===== config.mk =====
export PLATFORM = sky130hd
export DESIGN_NAME = ysyx_25060170_wb_arbiter_flat
export DESIGN_NICKNAME = d
export VERILOG_FILES = /design/src/rtl/ysyx_25060170_wb_arbiter_if.sv /design/src/rtl/ysyx_25060170_wb_arbiter.sv /design/src/flat_wrapper.sv
export SDC_FILE = /design/constraint.sdc
export NUM_CORES = 1
export LEC_CHECK = 0
export ABC_AREA = 0
export BUFFER_PORTS_ARGS = -buffer_cell sky130_fd_sc_hd__buf_2
export CAP_MARGIN = 20
export CORE_ASPECT_RATIO = 1.2
export CORE_MARGIN = 5
export CORE_UTILIZATION = 55
export CTS_BUF_LIST = sky130_fd_sc_hd__clkbuf_4 sky130_fd_sc_hd__clkbuf_8 sky130_fd_sc_hd__clkbuf_16
export CTS_CLUSTER_SIZE = 10
export DETAILED_ROUTE_END_ITERATION = 10
export PLACE_DENSITY = 0.78
export SLEW_MARGIN = 20
export SYNTH_ARGS = -nofsm -noshare
export SYNTH_HDL_FRONTEND = slang
export SYNTH_SLANG_ARGS = --single-unit
export TNS_END_PERCENT = 5

===== constraint.sdc =====
create_clock -name clk -period 8.1 [get_ports clk]
set_clock_uncertainty 0.1 [all_clocks]
set_input_delay 0.81 -clock clk [delete_from_list [all_inputs] [get_ports clk]]
set_output_delay 0.81 -clock clk [all_outputs]
set_load 0.02 [all_outputs]

===== src/rtl/ysyx_25060170_wb_arbiter_if.sv =====
// Writeback arbiter bus: EXU/LSU result handshakes, GPR write port and pending-write mask.
// Optional forwarding lookup signals exist only when WB_FWD_EN is defined.
interface ysyx_25060170_wb_arbiter_if;
    logic        exu_valid;
    logic        exu_ready;
    logic [4:0]  exu_rd;
    logic [31:0] exu_data;
    logic        lsu_valid;
    logic        lsu_ready;
    logic [4:0]  lsu_rd;
    logic [31:0] lsu_data;
    logic        GPR_we;
    logic [4:0]  GPR_writer;
    logic [31:0] GPR_wd;
    logic [31:0] pend_mask;
`ifdef WB_FWD_EN
    logic [4:0]  fwd_rs;
    logic        fwd_hit;
    logic [31:0] fwd_data;
`endif

    // Producers and decode-side consumers
    modport master (
        output exu_valid, exu_rd, exu_data,
        output lsu_valid, lsu_rd, lsu_data,
        input  exu_ready, lsu_ready,
        input  GPR_we, GPR_writer, GPR_wd, pend_mask
`ifdef WB_FWD_EN
        ,
        output fwd_rs,
        input  fwd_hit, fwd_data
`endif
    );

    modport slave (
        input  exu_valid, exu_rd, exu_data,
        input  lsu_valid, lsu_rd, lsu_data,
        output exu_ready, lsu_ready,
        output GPR_we, GPR_writer, GPR_wd, pend_mask
`ifdef WB_FWD_EN
        ,
        input  fwd_rs,
        output fwd_hit, fwd_data
`endif
    );
endinterface


===== src/rtl/ysyx_25060170_wb_arbiter.sv =====
// Writeback arbiter: buffers EXU/LSU results in a FIFO and drains one GPR write per cycle.
// Define WB_FWD_EN to add a combinational youngest-match forwarding lookup.
module ysyx_25060170_wb_arbiter #(
    parameter int DEPTH = 4
) (
    input logic                     clk,
    input logic                     rst,
    ysyx_25060170_wb_arbiter_if.slave wb
);
    localparam int PTR_W = $clog2(DEPTH);
    localparam int CNT_W = PTR_W + 1;

    logic [4:0]       rd_mem   [DEPTH];
    logic [31:0]      data_mem [DEPTH];
    logic [PTR_W-1:0] head;
    logic [PTR_W-1:0] tail;
    logic [CNT_W-1:0] count;
    logic [CNT_W-1:0] space;
    logic             not_empty;
    logic             pop;
    logic             lsu_push;
    logic             exu_push;
    logic [1:0]       push_num;
    logic [DEPTH-1:0] slot_valid;
    logic [31:0]      pend_c;

    assign not_empty = (count != '0);
    assign pop       = not_empty;

    // The head always drains this cycle, so its slot counts as free for incoming results
    assign space        = CNT_W'(DEPTH) - count + CNT_W'(not_empty);
    assign wb.lsu_ready = (space >= CNT_W'(1));
    assign wb.exu_ready = (space >= CNT_W'(2)) || ((space == CNT_W'(1)) && !wb.lsu_valid);

    assign lsu_push = wb.lsu_valid && wb.lsu_ready && (wb.lsu_rd != 5'd0);
    assign exu_push = wb.exu_valid && wb.exu_ready && (wb.exu_rd != 5'd0);
    assign push_num = {1'b0, lsu_push} + {1'b0, exu_push};

    always_ff @(posedge clk or negedge rst) begin
        if (!rst) begin
            head  <= '0;
            tail  <= '0;
            count <= '0;
        end else begin
            head  <= head + PTR_W'(pop);
            tail  <= tail + PTR_W'(push_num);
            count <= count - CNT_W'(pop) + CNT_W'(push_num);
        end
    end

    // Storage needs no reset: only slots covered by count are ever observed
    always_ff @(posedge clk) begin
        if (lsu_push) begin
            rd_mem[tail]   <= wb.lsu_rd;
            data_mem[tail] <= wb.lsu_data;
        end
        if (exu_push) begin
            rd_mem[tail + PTR_W'(lsu_push)]   <= wb.exu_rd;
            data_mem[tail + PTR_W'(lsu_push)] <= wb.exu_data;
        end
    end

    assign wb.GPR_we     = not_empty;
    assign wb.GPR_writer = not_empty ? rd_mem[head]   : 5'd0;
    assign wb.GPR_wd     = not_empty ? data_mem[head] : 32'd0;

    always_comb begin
        slot_valid = '0;
        pend_c     = '0;
        for (int j = 0; j < DEPTH; j++) begin
            slot_valid[j] = ({1'b0, PTR_W'(PTR_W'(j) - head)} < count);
            if (slot_valid[j]) begin
                pend_c[rd_mem[j]] = 1'b1;
            end
        end
        pend_c[0] = 1'b0;
    end

    assign wb.pend_mask = pend_c;

`ifdef WB_FWD_EN
    logic [PTR_W-1:0] fwd_idx;
    logic             fwd_hit_c;
    logic [31:0]      fwd_data_c;

    // Walk oldest to youngest so the last match wins
    always_comb begin
        fwd_idx    = head;
        fwd_hit_c  = 1'b0;
        fwd_data_c = 32'd0;
        for (int i = 0; i < DEPTH; i++) begin
            fwd_idx = head + PTR_W'(i);
            if ((CNT_W'(i) < count) && (wb.fwd_rs != 5'd0) && (rd_mem[fwd_idx] == wb.fwd_rs)) begin
                fwd_hit_c  = 1'b1;
                fwd_data_c = data_mem[fwd_idx];
            end
        end
    end

    assign wb.fwd_hit  = fwd_hit_c;
    assign wb.fwd_data = fwd_data_c;
`endif

endmodule


===== src/flat_wrapper.sv =====
// flat-port wrapper written by rule: the top's interface ports become plain ports
module ysyx_25060170_wb_arbiter_flat 
#(
    parameter int DEPTH = 4
)
  (clk, rst, wb_exu_valid, wb_exu_rd, wb_exu_data, wb_lsu_valid, wb_lsu_rd, wb_lsu_data, wb_exu_ready, wb_lsu_ready, wb_GPR_we, wb_GPR_writer, wb_GPR_wd, wb_pend_mask);
  ysyx_25060170_wb_arbiter_if wb_i ();
  input logic clk;
  input logic rst;
  input wire logic [$bits(wb_i.exu_valid)-1:0] wb_exu_valid;
  input wire logic [$bits(wb_i.exu_rd)-1:0] wb_exu_rd;
  input wire logic [$bits(wb_i.exu_data)-1:0] wb_exu_data;
  input wire logic [$bits(wb_i.lsu_valid)-1:0] wb_lsu_valid;
  input wire logic [$bits(wb_i.lsu_rd)-1:0] wb_lsu_rd;
  input wire logic [$bits(wb_i.lsu_data)-1:0] wb_lsu_data;
  output wire logic [$bits(wb_i.exu_ready)-1:0] wb_exu_ready;
  output wire logic [$bits(wb_i.lsu_ready)-1:0] wb_lsu_ready;
  output wire logic [$bits(wb_i.GPR_we)-1:0] wb_GPR_we;
  output wire logic [$bits(wb_i.GPR_writer)-1:0] wb_GPR_writer;
  output wire logic [$bits(wb_i.GPR_wd)-1:0] wb_GPR_wd;
  output wire logic [$bits(wb_i.pend_mask)-1:0] wb_pend_mask;
  assign wb_i.exu_valid = wb_exu_valid;
  assign wb_i.exu_rd = wb_exu_rd;
  assign wb_i.exu_data = wb_exu_data;
  assign wb_i.lsu_valid = wb_lsu_valid;
  assign wb_i.lsu_rd = wb_lsu_rd;
  assign wb_i.lsu_data = wb_lsu_data;
  assign wb_exu_ready = wb_i.exu_ready;
  assign wb_lsu_ready = wb_i.lsu_ready;
  assign wb_GPR_we = wb_i.GPR_we;
  assign wb_GPR_writer = wb_i.GPR_writer;
  assign wb_GPR_wd = wb_i.GPR_wd;
  assign wb_pend_mask = wb_i.pend_mask;
  ysyx_25060170_wb_arbiter #(.DEPTH(DEPTH)) u_core (.clk(clk), .rst(rst), .wb(wb_i));
endmodule

## Yosys cells after proc, flatten, opt, wreduce, memory -nomap -nowiden

Memory sizes are Yosys's and may differ from the RTL's.
Index checks and enable logic that the tools add are counted.

| word-level totals | value |
|---|---|
| output and inout port bits | 72 |
| register bits | 7 |
| word-level logic and storage cells | 67 |
| memories kept | 2 |
| bits in writable memories | 148 |

Memory list:

| memory | words | bits a word | read ports | clocked after Yosys merged registers in | wr ports | line | source |
|---|---|---|---|---|---|---|---|
| u_core.data_mem | 4 | 32 | 1 | 0 | 2 | ysyx_25060170_wb_arbiter.sv:14 | `logic [31:0] data_mem [DEPTH];` |
| u_core.rd_mem | 4 | 5 | 5 | 0 | 2 | ysyx_25060170_wb_arbiter.sv:13 | `logic [4:0] rd_mem [DEPTH];` |

| cells by class | value |
|---|---|
| order comparisons | 14 |
| bitwise operators | 3 |
| mux-type cells | 18 |
| eq/ne operators | 1 |
| $add $sub $neg | 12 |
| reductions and logical operators | 14 |

Operators by type and width:

| cell | count |
|---|---|
| two-way mux 32 bit | 5 |
| bitwise OR 32 bit | 3 |
| less-than comparator 5 x 6 -> 1 bit, second input constant | 4 |
| demux 1 bit (select 5 bit) | 4 |
| >= comparator 5 x 1 -> 1 bit, second input constant | 4 |
| less-than comparator 2 x 3 -> 1 bit | 4 |
| nonzero test 5 bit | 2 |
| logical AND 1 bit | 9 |
| two-way mux 1 bit | 8 |
| two-way mux 5 bit | 1 |
| adder 2 x 1 -> 2 bit | 2 |
| subtractor 1 x 2 -> 2 bit, first input constant | 2 |
| subtractor 2 bit, first input constant | 2 |
| adder 3 x 1 -> 3 bit | 1 |
| adder 3 x 2 -> 3 bit | 1 |
| == test 3 x 1 -> 1 bit, second input constant | 1 |
| >= comparator 3 x 1 -> 1 bit, second input constant | 1 |
| >= comparator 3 x 2 -> 1 bit, second input constant | 1 |
| nonzero test 3 bit | 1 |
| subtractor 3 x 1 -> 3 bit | 1 |
| subtractor 3 bit, first input constant | 1 |
| adder 1 x 1 -> 2 bit | 1 |
| adder 2 bit | 1 |
| logical NOT 1 bit | 1 |
| logical OR 1 bit | 1 |

## Longest topological paths before layout

An unclocked memory read counts as a cell.

| depth | value |
|---|---|
| depth in word-level cells | 12 |
| gate-level depth with buffers | 16 |

## Least setup slack after synthesis

No wires, ideal clock.

| path | value |
|---|---|
| path type | reg-to-reg |
| from | register u_core.count[2] |
| to | memory u_core.data_mem[2][0], enable pin |
| path slack | 2.437 ns |
| setup time | 0.483 ns |
| stages on the path, launching flop included | 13 |
| path buffers | 3 |
| required time | 7.517 ns |
| arrival time | 5.080 ns |
| clock period less this slack | 5.663 ns |
| cell sequence | dfrtp_1 > clkbuf_1 > nor3_1 > clkbuf_1 > clkbuf_1 > ha_1 > inv_1 > ha_1 > xor2_1 > nor2_1 > a21oi_1 > nand2_1 > o21ai_0 |

RTL lines:

| item | line | source |
|---|---|---|
| start: declaration | ysyx_25060170_wb_arbiter.sv:17 | `logic [CNT_W-1:0] count;` |
| start signal: assignment | ysyx_25060170_wb_arbiter.sv:47 | `count <= count - CNT_W'(pop) + CNT_W'(push_num);` |
| end: declaration | ysyx_25060170_wb_arbiter.sv:14 |  |

==> results_dict.tcl <==
set metrics [dict create \
    clk_latency_ns 0.42 \
    hold_path_class "in -> async" \
    cts_setup_buffers 0 \
    initial_utilization_pct 55.5 \
    core_area_um2 16700 \
    yosysSeqAreaShare_pct 49.8 \
    netlist_area_um2 9280 \
    drv_slew 0 \
    critPathLaunchType "flop" \
    ys.flop_type "edfxtp_1" \
    p_seq_share_pct 31.9 \
    tns_ns 0 \
    drv_cap 0 \
    worst_slew_pin_slew_ns 1.05 \
    netSwitchingFraction_pct 40.4 \
    finalSetupViolCount 0 \
    grt_pass1_wl_um 36400 \
    crit_path_cell_trace "nor3_2 -> buf_4 -> ha_1 -> inv_1 -> ha_1 -> xor2_1 -> nor2_1 -> a21oi_1 -> ha_1 -> xor2_1 -> and3_4 -> a31o_4" \
    placed_area_um2 10100 \
    routed-via-count 6339 \
    final_core_util_pct 64.5 \
    dp_hpwl_um 15700 \
    htree_levels 4 \
    cts.clk_slew.worst_paths_ns 0.06 \
    cts_num_sinks 155 \
    final_cell_area_um2 10800 \
    die-width_um 129 \
    power.switching_uw 2090 \
    wire_per_inst_um 23.6 \
    critPathCaptureType "flop" \
    detail-route-antenna-nets 0 \
    p_leak_uw 0.00407 \
    dr.pass1.iters 7 \
    tritoncts "done" \
    cts_buffers 17 \
    antenna_cells 0 \
    status "completed" \
    overflow 0 \
    die_height_um 152 \
    place_congestion 0.979 \
    cts_root_buf "clkbuf_16" \
    crit_top_cell "ha_1" \
    first_global_vias 6687 \
    die-area_um2 19600 \
    syn_avg_cell_area_um2 14.5 \
    n_fill_cell 1223 \
    slew_headroom_pct 29.9 \
    power.density_nw_per_um2 479 \
    path_max_fanout 39 \
    nNetsFinal 862 \
    grt_max_degree 44 \
    rsz0062_at_grt "false" \
    row_count 52 \
    p_int_uw 3080 \
    worstSetupPathType "reg -> reg" \
    clock_path_buffers 2 \
    synth-warning-count 0 \
    syn-instance-count 639 \
    routed_via_density 6.35 \
    synthArstFlopShare_pct 4.52 \
    antenna_found_initial 0 \
    arrival_ns 4.71 \
    setup.worst_path.start "u_core.count[2]" \
    ys_seq_elements 155 \
    ys_types 58 \
    finalWirelength_um 23600 \
    min_period_ns 4.76 \
    vdd_ir_drop_max_mv 0.236 \
    drtIter0Drc 445 \
    max_clock_freq_mhz 210 \
    crit_required_ns 8.05 \
    synthesis.nets 731 \
    syn2layout_area_growth_pct 16.2 \
    dp_cells 966 \
    pwr-share-clk_pct 16.5 \
    worst_path_largest_cell_delay_ns 0.70 \
    fin_cells 999 \
    cpMaxStageDelayCell "and3_4" \
    cts_repair_resize_count 0 \
    finalHoldViolations 0 \
    r2r_start "u_core.count[2]" \
    ioPinCount 150 \
    drc 0 \
    cts_hold_buf 0 \
    power_frac_comb_pct 51.6 \
    track_usage_pct 23.9 \
    min_period_over_period_pct 58.8 \
    final_cell_mix "148 x buf_2, 148 x edfxtp_1, 110 x mux2_2" \
    io_buffer_count 148 \
    drive_gt1_share_pct 49.8 \
    synth-edff-count 148 \
    power_uw 5160 \
]
-- sequential cells by signal, indices dropped and copies added, names as in the netlist --
| register | flops |
|---|---|
| u_core.rd_mem | 20 |
| u_core.head | 2 |
| u_core.tail | 2 |
| u_core.data_mem | 128 |
| u_core.count | 3 |
-- cell usage after synthesis, types with 9 or more instances --
library cell / number / share of area, %
clkbuf_1: 17 / 0.69
nand3_1: 9 / 0.49
mux2_2: 110 / 13
nor2b_1: 42 / 2.8
inv_1: 20 / 0.81
mux2_4: 38 / 6.1
o221ai_1: 15 / 1.4
ha_1: 13 / 1.8
mux4_2: 37 / 9.0
nand2_1: 21 / 0.85
a22oi_1: 18 / 1.5
edfxtp_1: 148 / 48
nand3b_1: 9 / 0.73
nor2_1: 11 / 0.45
o211ai_1: 9 / 0.73
-- per-stage QoR --
stage,setup WS [ns],hold slack [ns]
after floorplan,2.44,0.377
after global placement,3.32,0.544
after detailed placement,3.11,0.557
after CTS,3.08,0.115
after global routing,3.00,0.117
final,3.34,0.117
-- kinds of logic after synthesis --
| logic type | after synthesis | synth area share, % |
|---|---|---|
| mux | 185 | 28.5 |
| flops | 155 | 49.8 |
| simple gates | 135 | 8.66 |
| compound gates | 78 | 6.82 |
| buf+inv | 62 | 3.38 |
| fa+ha+maj | 14 | 1.97 |
| xor+xnor | 9 | 0.850 |
| other cells | 1 | 0.0404 |
-- critical path: cells and delay by family, from the launching register on --
family	cells	cell delay (ns)
compound gates	2	1.08
simple gates	3	1.04
fa+ha+maj	3	0.75
flops	1	0.51
buf+inv	2	0.51
xor+xnor	2	0.38
-- area by class of cell --
class	count	area [um^2]	share of cell area (%)
clock inverter	14	201	1.87
clock buffer	18	433	4.02
timing repair buffer	154	798	7.40
multi-input combinational	422	4380	40.6
inverter	20	75.1	0.696
sequential	155	4620	42.9
tap	216	270	2.51
-- layer usage --
metal / vias to the layer above / share of wire (%) / global-route usage, %
li1: 2791 / - / -
met1: 3146 / 38 / 28.9
met2: 338 / 51 / 41.4
met3: 64 / 7.2 / 5.19
met4: 0 / 3.1 / 9.50
met5: - / 0 / 0
-- power by group through the flow --
stage,Clock [uW],Sequential [uW],Combinational [uW]
6_report,850,1650,2660
3_3_place_gp,0,1640,2570
4_1_cts,858,1660,2650
2_1_floorplan,0,1520,2010
5_1_grt,896,1690,2830
3_5_place_dp,0,1670,2630
-- final timing paths --
| path | to | slack, ns | cells past startpoint |
|---|---|---|---|
| setup reg to reg | u_core.data_mem[3][29] | 3.34 | 12 |
| max in group asynchronous | u_core.head[0] | 7.60 | 1 |
| hold / removal | u_core.count[0] | 0.12 | 1 |
| setup / recovery | u_core.data_mem[3][29] | 3.34 | 12 |
| hold reg to reg | u_core.count[2] | 0.64 | 1 |
| min in group clk | u_core.count[2] | 0.64 | 1 |
Power figures use the tool's default switching activity.
